===== src/rtl/conversor_andar_histerese.sv =====
// conversor_andar_histerese: turns 3-digit BCD ultrasonic height samples (cm) into a
// debounced floor index. A floor change is committed only after N_AMOSTRAS consecutive
// agreeing samples fall outside the hysteresis band of the current floor.
// Stage 1 validates the BCD digits and registers the binary height. Stage 2 classifies
// the height and updates the floor FSM. Latency is 2 clocks, and a new sample can be
// accepted every cycle.
// Optional: define CONVERSOR_TIMEOUT_EN to drop validity after TIMEOUT_CICLOS idle clocks.
module conversor_andar_histerese #(
    parameter int unsigned N_ANDARES      = 4,
    parameter int unsigned W_ANDAR        = 2,
    parameter int unsigned ALTURA_ANDAR   = 10,
    parameter int unsigned HISTERESE_CM   = 2,
    parameter int unsigned N_AMOSTRAS     = 3,
    parameter int unsigned TIMEOUT_CICLOS = 1000000
) (
    input  logic               clock_i,
    input  logic               reset_n_i,
    input  logic               medida_pronto_i,
    input  logic [3:0]         unidades_i,
    input  logic [3:0]         dezenas_i,
    input  logic [3:0]         centenas_i,
    output logic [W_ANDAR-1:0] andar_o,
    output logic               andar_valido_o,
    output logic               mudou_andar_o,
    output logic               fora_faixa_o,
    output logic               erro_bcd_o
);

    localparam int unsigned LIMITE = N_ANDARES * ALTURA_ANDAR;

    typedef enum logic [1:0] {StInicial, StEstavel, StConfirmando} estado_e;

    // ---------------- Stage 1: BCD check and conversion ----------------
    logic       digito_invalido;
    logic [9:0] altura_d, altura_q;
    logic       amostra_vld_q;
    logic       erro_bcd_q;

    // Flag bad digits and build the 10-bit binary height.
    always_comb begin
        digito_invalido = (unidades_i > 4'd9) || (dezenas_i > 4'd9) || (centenas_i > 4'd9);
        altura_d = 10'(centenas_i) * 10'd100 + 10'(dezenas_i) * 10'd10 + 10'(unidades_i);
    end

    // Register the height with a valid flag, or pulse erro_bcd when a sample is rejected.
    always_ff @(posedge clock_i) begin
        if (!reset_n_i) begin
            altura_q      <= '0;
            amostra_vld_q <= 1'b0;
            erro_bcd_q    <= 1'b0;
        end else begin
            amostra_vld_q <= medida_pronto_i && !digito_invalido;
            erro_bcd_q    <= medida_pronto_i && digito_invalido;
            if (medida_pronto_i && !digito_invalido) begin
                altura_q <= altura_d;
            end
        end
    end

    // ---------------- Stage 2: classification and floor FSM ----------------
    estado_e            estado_q;
    logic [W_ANDAR-1:0] andar_q;
    logic [W_ANDAR-1:0] cand_q;
    logic [3:0]         cnt_q;
    logic               valido_q;
    logic               mudou_q;
    logic               fora_q;

    logic [31:0]        altura_ext;
    logic [31:0]        base;
    logic [31:0]        banda_lo;
    logic [31:0]        banda_hi;
    logic               fora_d;
    logic               na_banda;
    logic [W_ANDAR-1:0] cand;
    logic [3:0]         cnt_prox;
    logic               confirma;
    logic               tmo_fim;

    // Range check, candidate floor (compare chain, no divider) and band test of current floor.
    always_comb begin
        altura_ext = 32'(altura_q);
        fora_d     = altura_ext >= LIMITE;
        cand       = '0;
        for (int unsigned k = 1; k < N_ANDARES; k++) begin
            if (altura_ext >= k * ALTURA_ANDAR) begin
                cand = W_ANDAR'(k);
            end
        end
        base     = 32'(andar_q) * ALTURA_ANDAR;
        // Lower band edge clamps at 0 for floor 0.
        banda_lo = (base > HISTERESE_CM) ? base - HISTERESE_CM : 32'd0;
        banda_hi = base + ALTURA_ANDAR + HISTERESE_CM;
        na_banda = (altura_ext >= banda_lo) && (altura_ext < banda_hi);
        // Leaving ESTAVEL always starts a fresh run of agreeing samples.
        if (estado_q == StEstavel) begin
            cnt_prox = 4'd1;
        end else if (cand == cand_q) begin
            cnt_prox = cnt_q + 4'd1;
        end else begin
            cnt_prox = 4'd1;
        end
        confirma = cnt_prox == 4'(N_AMOSTRAS);
    end

`ifdef CONVERSOR_TIMEOUT_EN
    localparam int unsigned TW = $clog2(TIMEOUT_CICLOS + 1);

    logic [TW-1:0] ocioso_q;

    // Idle-cycle counter: restarts on every strobe and saturates at the timeout.
    always_ff @(posedge clock_i) begin
        if (!reset_n_i) begin
            ocioso_q <= '0;
        end else if (medida_pronto_i) begin
            ocioso_q <= '0;
        end else if (ocioso_q != TW'(TIMEOUT_CICLOS)) begin
            ocioso_q <= ocioso_q + TW'(1);
        end
    end

    assign tmo_fim = !medida_pronto_i && (ocioso_q == TW'(TIMEOUT_CICLOS - 1));
`else
    assign tmo_fim = 1'b0;
`endif

    // Floor FSM with registered outputs; mudou_andar is a single-cycle commit pulse.
    always_ff @(posedge clock_i) begin
        if (!reset_n_i) begin
            estado_q <= StInicial;
            andar_q  <= '0;
            cand_q   <= '0;
            cnt_q    <= '0;
            valido_q <= 1'b0;
            mudou_q  <= 1'b0;
            fora_q   <= 1'b0;
        end else begin
            mudou_q <= 1'b0;
            if (amostra_vld_q) begin
                if (fora_d) begin
                    fora_q   <= 1'b1;
                    cnt_q    <= '0;
                    estado_q <= valido_q ? StEstavel : StInicial;
                end else begin
                    fora_q <= 1'b0;
                    if ((estado_q == StEstavel) && na_banda) begin
                        cnt_q <= '0;
                    end else if ((estado_q == StConfirmando) && na_banda) begin
                        cnt_q    <= '0;
                        estado_q <= StEstavel;
                    end else if (confirma) begin
                        andar_q  <= cand;
                        cand_q   <= cand;
                        valido_q <= 1'b1;
                        mudou_q  <= 1'b1;
                        cnt_q    <= '0;
                        estado_q <= StEstavel;
                    end else begin
                        cand_q   <= cand;
                        cnt_q    <= cnt_prox;
                        estado_q <= (estado_q == StInicial) ? StInicial : StConfirmando;
                    end
                end
            end
            // Timeout wins over any sample finishing in the same cycle; andar is held.
            if (tmo_fim) begin
                valido_q <= 1'b0;
                cnt_q    <= '0;
                estado_q <= StInicial;
            end
        end
    end

    assign andar_o        = andar_q;
    assign andar_valido_o = valido_q;
    assign mudou_andar_o  = mudou_q;
    assign fora_faixa_o   = fora_q;
    assign erro_bcd_o     = erro_bcd_q;

endmodule


===== config.mk =====
export PLATFORM = sky130hd
export DESIGN_NAME = conversor_andar_histerese
export DESIGN_NICKNAME = d
export VERILOG_FILES = /design/src/rtl/conversor_andar_histerese.sv
export SDC_FILE = /design/constraint.sdc
export NUM_CORES = 1
export LEC_CHECK = 0
export BUFFER_PORTS_ARGS = -buffer_cell sky130_fd_sc_hd__buf_2
export CAP_MARGIN = 20
export CORE_ASPECT_RATIO = 1.5
export CORE_UTILIZATION = 40
export CTS_BUF_LIST = sky130_fd_sc_hd__clkbuf_4 sky130_fd_sc_hd__clkbuf_8
export DETAILED_ROUTE_END_ITERATION = 8
export PLACE_DENSITY = 0.56
export SLEW_MARGIN = 20
export SYNTH_ARGS = -nofsm -noshare
export SYNTH_HDL_FRONTEND = slang
export SYNTH_SLANG_ARGS = --single-unit

===== constraint.sdc =====
create_clock -name clock_i -period 2.4 [get_ports clock_i]
set_input_delay 0.12 -clock clock_i [delete_from_list [all_inputs] [get_ports clock_i]]
set_output_delay 0.12 -clock clock_i [all_outputs]
set_load 0.02 [all_outputs]

==> reports/results.ini, run 1 <==
[status]
status = finished with violations
violations = setup timing

[global_routing]
grt_usage = 0.2038
grt_antenna_before_repair = 0
grt_pass1_vias = 2194
overflow = 0
grt_start_max_net_pins = 23
grt_pass1_wl_um = 9804

[detailed_routing]
drc_errors = 0
viasPerCell = 5.306
drt_wl_total_um = 5797
antenna_left = 0
drt_pass1_iterations = 4
drt_iter0_markers = 47
vias = 2202
wl_per_cell_um = 13.97

[power]
pwr-share-seq = 0.298
power_density_nw_per_um2 = 484.1
swShare = 0.3668
p_comb_frac = 0.528
p_clk_frac = 0.175
p_leak_nw = 1.416
irDropWorstVdd_mv = 0.2360
p_sw_uw = 565.8
internal_power_uw = 976.5

[setup_path]
path_class = flop to flop
reg2reg_slack_ps = -30
cp-start-kind = flop
required_ps = 2590
crit_arrival_ps = 2620
r2r-start = altura_q[7]
crit_fanout = 4
end_kind = flop
setup.worst_path.start = altura_q[7]
worstReg2RegEnd = andar_o[1]
reg2regPathDepth = 7

[final_layout]
fillers = 543
drive_above_1_share = 0.3333
final_cells = 415
areaGrowthSynthToFinish_pct = 34.64
nNetsFinal = 413
diodes = 0

[run]
cap_violations = 0

[place]
place.detailed.hpwl_um = 4654
gp_congestion = 0.8084
port_buffers = 20
dp_cells = 412

[sta]
finalCritPeriodShare = 1.011
setup_viol = 3
timing.final.ws_setup_ps = -27.13
max_slew_margin = 0.4621
clock_skew_ps = 3.221
tightest_slew_ps = 805.9
rsz0062_at_grt = true
worst_hold_slack_ps = 61.71
slew_violations = 0
max_freq_ghz = 0.4120
min_period_ps = 2427
hold_violations = 0

[synth]
synth_commonest_cells = 47 x ha_1, 27 x inv_1, 25 x dfxtp_1
yosys_register_bits = 25
yosysTopAreaCellShare = 0.2485
synthCells = 282
yosysUniqueCellTypes = 50
synth.area.top_cells = ha_1 25%, dfxtp_1 21%, inv_1 4.3%
synth_top_cell_by_area = ha_1
avgSynthCellArea_um2 = 8.390
seq_area_frac_synth = 0.2115
synth_edf_count = 0
syn_area_um2 = 2366
async_flop_share = 0
yosysMostFrequentCell = ha_1
synth_warnings = 0
synthFlopType = dfxtp_1

[cts]
cts_tree = built
path_clk_slew_ps = 100
htreeDepth = 1
postCtsSetupBuffers = 0
cts_root_buffer = clkbuf_8
numClockSinks = 25
clk_path_buf_depth = 2
clock_latency_ps = 280
cts_buffers = 3

[min_path]
hold_start = medida_pronto_i
worstHoldPathCells = 3
whs_endpoint = erro_bcd_o
hold_class = input pin to flop

[die]
die_x_um = 64.80
num_io_pins = 21
die-area_um2 = 6233
core_um2 = 5574
die_h_um = 96.20
rows = 33
floorplan.initialDensity = 0.4245

-- worst max-delay path: stages, from the launching register on --
cell and delay (ps):
dfxtp_2 330, or4_4 560, or4_4 450, a221oi_4 310, buf_4 170, and3_4 200, nand3_4 110, a211oi_2 210
-- final cells by class --
type                       instances  area (um2)  area share
tap                               70       87.58     0.02749
multi-input combinational        227        2011      0.6312
sequential                        25       506.7      0.1591
clock buffer                       3       41.29     0.01296
inverter                          27       101.3     0.03181
clock inverter                     1       7.507    0.002357
timing repair buffer              62       430.4      0.1351
-- flip-flops by register name, indices dropped and copies added, names as in the netlist, 2 cells and up --
signal and count:
cand_q 2, estado_q 2, andar_o 2, altura_q 10
cnt_q 4
-- through the flow --
| stage | total power [mW] | utilization | setup TNS (ps) | worst slack, ps | instance area (um2) |
|---|---|---|---|---|---|
| after global routing | 1.668 | 0.5715 | -743.6 | -110.8 | 3186 |
| after CTS | 1.471 | 0.5499 | -210.7 | -91.24 | 3065 |
| final | 1.542 | 0.5715 | -39.72 | -27.13 | 3186 |
| after detailed placement | 1.183 | 0.5286 | -2203 | -293.2 | 2947 |
| after global placement | 1.170 | 0.5286 | -1850 | -254.4 | 2947 |
| after floorplan | 0.9338 | - | 0 | 21.29 | 2467 |
-- routing by layer --
| metal | vias to the layer above | wire (um) | track usage |
|---|---|---|---|
| li1 | 1132 | - | - |
| met1 | 1033 | 2312 | 0.2084 |
| met2 | 30 | 3350 | 0.4253 |
| met3 | 7 | 56 | 0.01066 |
| met4 | 0 | 78 | 0.06296 |
| met5 | - | 0 | 0 |
-- how the worst max path moves through the flow --
stage,end,slack (ps)
detailed placement,altura_q[9],-290
CTS,andar_o[1],-90
floorplan,altura_q[8],20
finish,andar_o[1],-30
global placement,andar_o[1],-250
global route,altura_q[9],-110
-- power by group through the flow --
| stage | logic (mW) | clock network, mW | registers [mW] |
|---|---|---|---|
| after floorplan | 0.467 | 0 | 0.467 |
| after global placement | 0.702 | 0 | 0.467 |
| after detailed placement | 0.715 | 0 | 0.468 |
| after CTS | 0.734 | 0.278 | 0.459 |
| after global routing | 0.907 | 0.298 | 0.462 |
| final | 0.814 | 0.269 | 0.459 |
-- cells in the final DEF (no fill, tap or decap), types with 4 or more instances in the layout --
cell type / Yosys / layout
ha_1: 47 / 38
buf_4: 0 / 38
inv_1: 27 / 25
dfxtp_1: 25 / 22
nor2_1: 20 / 20
buf_2: 1 / 20
nand2_1: 16 / 16
a21oi_1: 19 / 14
ha_4: 0 / 9
nor2b_1: 9 / 8
nor3_1: 9 / 8
o21ai_0: 11 / 7
nand2b_1: 7 / 7
conb_1: 1 / 6
o21a_1: 6 / 5
a21oi_2: 0 / 5
nand3_1: 6 / 5
xnor2_1: 4 / 4
fa_1: 5 / 4
buf_6: 0 / 4
-- cells by family (layout without fill, tap and decap cells) --
family / count (synthesis) / in the layout / share of synthesized area
other: 1 / 6 / 0.001585
AO/OA/AOI/OAI: 66 / 66 / 0.1914
flip-flops: 25 / 25 / 0.2115
adder cells (fa/ha/maj): 52 / 52 / 0.2909
XOR/XNOR: 7 / 7 / 0.02591
buffers and inverters: 35 / 93 / 0.05606
multiplexers: 3 / 3 / 0.01269
AND/OR/NAND/NOR: 93 / 93 / 0.2099
-- repair_timing --
action	4_1_cts	5_1_grt
pin swaps	11	13
setup endpoints to repair	12	15
resized for setup	15	26
hold buffers	0	0
Note: power is estimated with default switching activity, not from simulation.
==> run 2, diff against run 1 <==
==> constraint.sdc (replaced) <==
create_clock -name clock_i -period 2.4 [get_ports clock_i]
set_input_delay 0.24 -clock clock_i [delete_from_list [all_inputs] [get_ports clock_i]]
set_output_delay 0.24 -clock clock_i [all_outputs]
set_load 0.02 [all_outputs]
==> run 2 against run 1 <==
  * Power increased by 3.0%
  * Maximum frequency shrank 0.70%
  * Largest power group unchanged
  * Sequential power up 1%
  * Clock power hardly changed
  * The run still ends with setup timing left
  * Critical path type unchanged
  * Highest routed layer unchanged
  * First-iteration DRC count decreased by 4.3%
  * Register-to-register slack worse by 20 ps
  * Global-route usage down 0.44 points
==> reports/results.ini, run 2 (same netlist as run 1, synthesis figures left out) <==
[setup_path]
crit_fanout = 4
crit_arrival_ps = 2650
slowest_delay_ps = 550
cp-start-kind = flop
path_delay_family = simple AND/OR/NAND/NOR gates
path_buf_inv = 2
slowest_stage = or4_4
end_kind = flop
required_ps = 2600
path_class = flop to flop
critPathMostFrequentCell = or4_4
path_cells = or4_4 -> or4_4 -> a221oi_4 -> buf_4 -> and3_4 -> nand3_4 -> buf_6 -> nor2_1
path_depth = 8
reg2reg_slack_ps = -40
reg2regPathDepth = 8

[die]
floorplan.initialDensity = 0.4245
num_io_pins = 21
rows = 33
die_x_um = 64.80
die_h_um = 96.20
die-area_um2 = 6233
core_um2 = 5574

[final_layout]
layout_common_cells = 36 x ha_1, 34 x buf_4, 24 x inv_1, 21 x dfxtp_1
drive_above_1_share = 0.3605
largest_register_ffs = 10
final_area_um2 = 3259
areaGrowthSynthToFinish_pct = 37.76
nNetsFinal = 412
top_regs = altura_q (10), cnt_q (4)
final_common_cell = ha_1
fin_util = 0.5847
final_cells = 414
diodes = 0
regMostFlops = altura_q

[global_routing]
grt_antenna_before_repair = 0
grt_pass1_wl_um = 9680
grt_usage = 0.1994
grt_start_max_net_pins = 23
grt_pass1_vias = 2232
overflow = 0

[run]
cap_violations = 0

[sta]
finalCritPeriodShare = 1.018
timing.final.ws_setup_ps = -44.32
hold_violations = 0
setup_viol = 3
max_slew_margin = 0.4985
slew_violations = 0
clock_skew_ps = 12.76
max_freq_ghz = 0.4091
min_period_ps = 2444
tightest_slew_ps = 751.4
worst_hold_slack_ps = 181.9
rsz0062_at_grt = true
tns_ps = -114.1

[power]
irDropWorstVdd_mv = 0.2386
p_comb_frac = 0.539
p_clk_frac = 0.168
p_sw_uw = 585.9
power_mw = 1.589
pwr-share-seq = 0.293
power_density_nw_per_um2 = 487.4
swShare = 0.3688
internal_power_mw = 1.003
p_leak_nw = 1.428

[cts]
clk_path_buf_depth = 2
path_clk_slew_ps = 110
cts_root_buffer = clkbuf_8
htreeDepth = 1
numClockSinks = 25
cts_buffers = 3
clock_latency_ps = 280
cts_tree = built

[status]
violations = setup timing
status = finished with violations

[place]
place_ws_ps = -314.8
gp_congestion = 0.8368
place_area_um2 = 2952
place.detailed.hpwl_um = 4552
dp_cells = 406
port_buffers = 20

[detailed_routing]
vias = 2229
antenna_left = 0
drt_iter0_markers = 45
drt_pass1_iterations = 4
wl_per_cell_um = 13.72
drc_errors = 0
drt_wl_total_um = 5681
viasPerCell = 5.384

[min_path]
worstHoldPathCells = 3
hold_class = input pin to flop

run 2: tightest hold or removal path, cell delays in order:
cell     delay [ps]
buf_2           110
nand2_1          50
a31oi_1          30
run 2: final timing paths:
path,startpoint,end
worst max-delay path,altura_q[9],mudou_andar_o
worst min-delay path,medida_pronto_i,erro_bcd_o
worst max register to register,altura_q[9],mudou_andar_o
worst min register to register,andar_valido_o,andar_valido_o
run 2: power by group through the flow:
stage,sequential (mW),clock (mW),combinational [mW]
after floorplan,0.467,0,0.487
after global placement,0.470,0,0.714
after detailed placement,0.470,0,0.722
after CTS,0.461,0.276,0.755
after global routing,0.469,0.295,0.948
final,0.465,0.267,0.857
run 2: area by class of cell:
class	instances	area [um2]
clock buffers	3	41.29
clock inverters	1	7.507
fillers	519	2315
inverters	27	101.3
multi-input cells	227	2073
flip-flops and latches	25	505.5
well taps	70	87.58
repair buffers	61	442.9
run 2: layer usage:
layer | GRT usage | share of wire | vias to the layer above
met1 | 0.1900 | 0.39 | 1066
met3 | 0.01303 | 0.010 | 9
met5 | 0 | 0 | -
met2 | 0.4271 | 0.57 | 24
met4 | 0.07037 | 0.024 | 0
li1 | - | - | 1130
run 2: repair_timing:
action | in CTS | in global routing
hold endpoints to repair | 0 | 0
pin swaps | 12 | 17
resized for setup | 12 | 35
cloned | 0 | 0
hold buffers | 0 | 0
setup buffers | 2 | 2
endpoints found under the setup margin | 12 | 15
==> run 3, diff against run 2 <==
--- a/config.mk
+++ b/config.mk
@@ -11,7 +11,7 @@
 export CORE_UTILIZATION = 40
 export CTS_BUF_LIST = sky130_fd_sc_hd__clkbuf_4 sky130_fd_sc_hd__clkbuf_8
 export DETAILED_ROUTE_END_ITERATION = 8
-export PLACE_DENSITY = 0.56
+export PLACE_DENSITY = 0.54
 export SLEW_MARGIN = 20
 export SYNTH_ARGS = -nofsm -noshare
 export SYNTH_HDL_FRONTEND = slang
==> constraint.sdc (replaced) <==
create_clock -name clock_i -period 2.94 [get_ports clock_i]
set_input_delay 0.294 -clock clock_i [delete_from_list [all_inputs] [get_ports clock_i]]
set_output_delay 0.294 -clock clock_i [all_outputs]
set_load 0.02 [all_outputs]
==> run 3 against run 2 <==
  * The flow now finishes without violations
  * Die area stayed put
  * Non-clock buffer count is 25 lower
  * Sequential power is 19% lower
  * Register-to-register slack better by 420 ps
  * Final area is 17% lower
  * Worst hold slack better by 62 ps
  * Wire length is 6.3% lower
  * Global-route usage is 1.4 points lower
  * Sequential share of layout area is 3.0 points higher
  * Power is 33% lower
  * Highest routed layer unchanged
==> reports/results.ini, run 3 (same netlist as run 1, synthesis figures left out) <==
[final_layout]
final-seq-area_um2 = 500.5
fillers = 606
largest_register_ffs = 10
layout_common_cells = 47 x ha_1, 27 x inv_1, 25 x dfxtp_1, 20 x nor2_1, 20 x buf_2
fin_util = 0.4862
multiInputGateArea_um2 = 1752
regMostFlops = altura_q
drive_above_1_share = 0.1567
nNetsFinal = 387
final_common_cell = ha_1
diodes = 0
top_regs = altura_q (10), cnt_q (4)
final_cells = 389
areaGrowthSynthToFinish_pct = 14.54

[place]
place.detailed.hpwl_um = 4458
place_ws_ps = -110.1
port_buffers = 20
dp_cells = 385
gp_congestion = 0.7868

[global_routing]
grt_usage = 0.1856
grt_pass1_vias = 1965
grt_start_max_net_pins = 23
grt_pass1_wl_um = 8845
grt_antenna_before_repair = 0
overflow = 0

[run]
cap_violations = 0

[setup_path]
path_class = input pin to flop
crit_arrival_ps = 2900
crit_fanout = 4
cp-start-kind = input pin
end_kind = flop
required_ps = 3110

[power]
irDropWorstVdd_mv = 0.2169
power_density_nw_per_um2 = 393.8
p_leak_nw = 1.260

[min_path]
hold_class = input pin to flop

[cts]
numClockSinks = 25
cts_resized = 0
path_clk_slew_ps = 100
cts_buffers = 3
clk_path_buf_depth = 2
cts_tree = built
postCtsSetupBuffers = 0
cts_root_buffer = clkbuf_8
cts_hold_buf = 0
clock_latency_ps = 280
htreeDepth = 1

[sta]
finalCritPeriodShare = 0.9265
max_freq_ghz = 0.3671
hold_violations = 0
tightest_slew_ps = 732.4
setup_viol = 0
min_period_ps = 2724
rsz0062_at_grt = false
slew_violations = 0
max_slew_margin = 0.5112
clock_skew_ps = 3.748
worst_hold_slack_ps = 243.6
timing.final.ws_setup_ps = 216.2

[die]
floorplan.initialDensity = 0.4245
die-area_um2 = 6233
rows = 33
die_x_um = 64.80
num_io_pins = 21
die_h_um = 96.20
core_um2 = 5574

[detailed_routing]
vias = 2048
wl_per_cell_um = 13.68
drt_iter0_markers = 89
drt_wl_total_um = 5321
antenna_left = 0
drc_errors = 0
drt_pass1_iterations = 4
viasPerCell = 5.265

[status]
status = finished clean

run 3: metrics by stage:
step,instance area (um2),power [mW],TNS (ps)
2_1_floorplan,2385,0.7264,0
3_3_place_gp,2661,0.8513,-122.2
3_5_place_dp,2661,0.8570,-124.4
4_1_cts,2710,1.078,0
5_1_grt,2710,1.153,0
6_report,2710,1.067,0
run 3: per-layer routing:
| layer | track usage | vias to the layer above | share of wire |
|---|---|---|---|
| met4 | 0.06296 | 0 | 0.011 |
| met2 | 0.3984 | 20 | 0.58 |
| met1 | 0.1780 | 951 | 0.39 |
| met3 | 0.01066 | 4 | 0.011 |
| li1 | - | 1073 | - |
| met5 | 0 | - | 0 |
run 3: path summary, 6_finish.rpt:
path                         from        endpoint  slack, ps  cells after the start
setup / recovery     dezenas_i[1]     altura_q[8]        220                     11
hold / removal    medida_pronto_i      erro_bcd_o        240                      3
setup reg to reg       andar_o[1]     estado_q[0]        380                     10
hold reg to reg    andar_valido_o  andar_valido_o        470                      2
run 3: power by group:
group	internal [mW]	switching, mW
sequential	0.356	0.0229
clock	0.0964	0.123
combinational	0.223	0.247
run 3: worst max-delay path, cell delays in order:
cell and delay [ps]:
buf_2 110, ha_1 290, ha_1 230, fa_1 380, xor2_1 170, ha_1 280
ha_1 330, a21boi_1 210, o21ai_0 120, a2111o_1 420, o311ai_0 80
run 3: final cells by class:
cell class / count / area share
Tap cell: 70 / 0.03232
Inverter: 27 / 0.03740
Multi-Input combinational cell: 227 / 0.6464
Timing Repair Buffer: 36 / 0.08126
Clock buffer: 3 / 0.01524
Sequential cell: 25 / 0.1847
Clock inverter: 1 / 0.002770
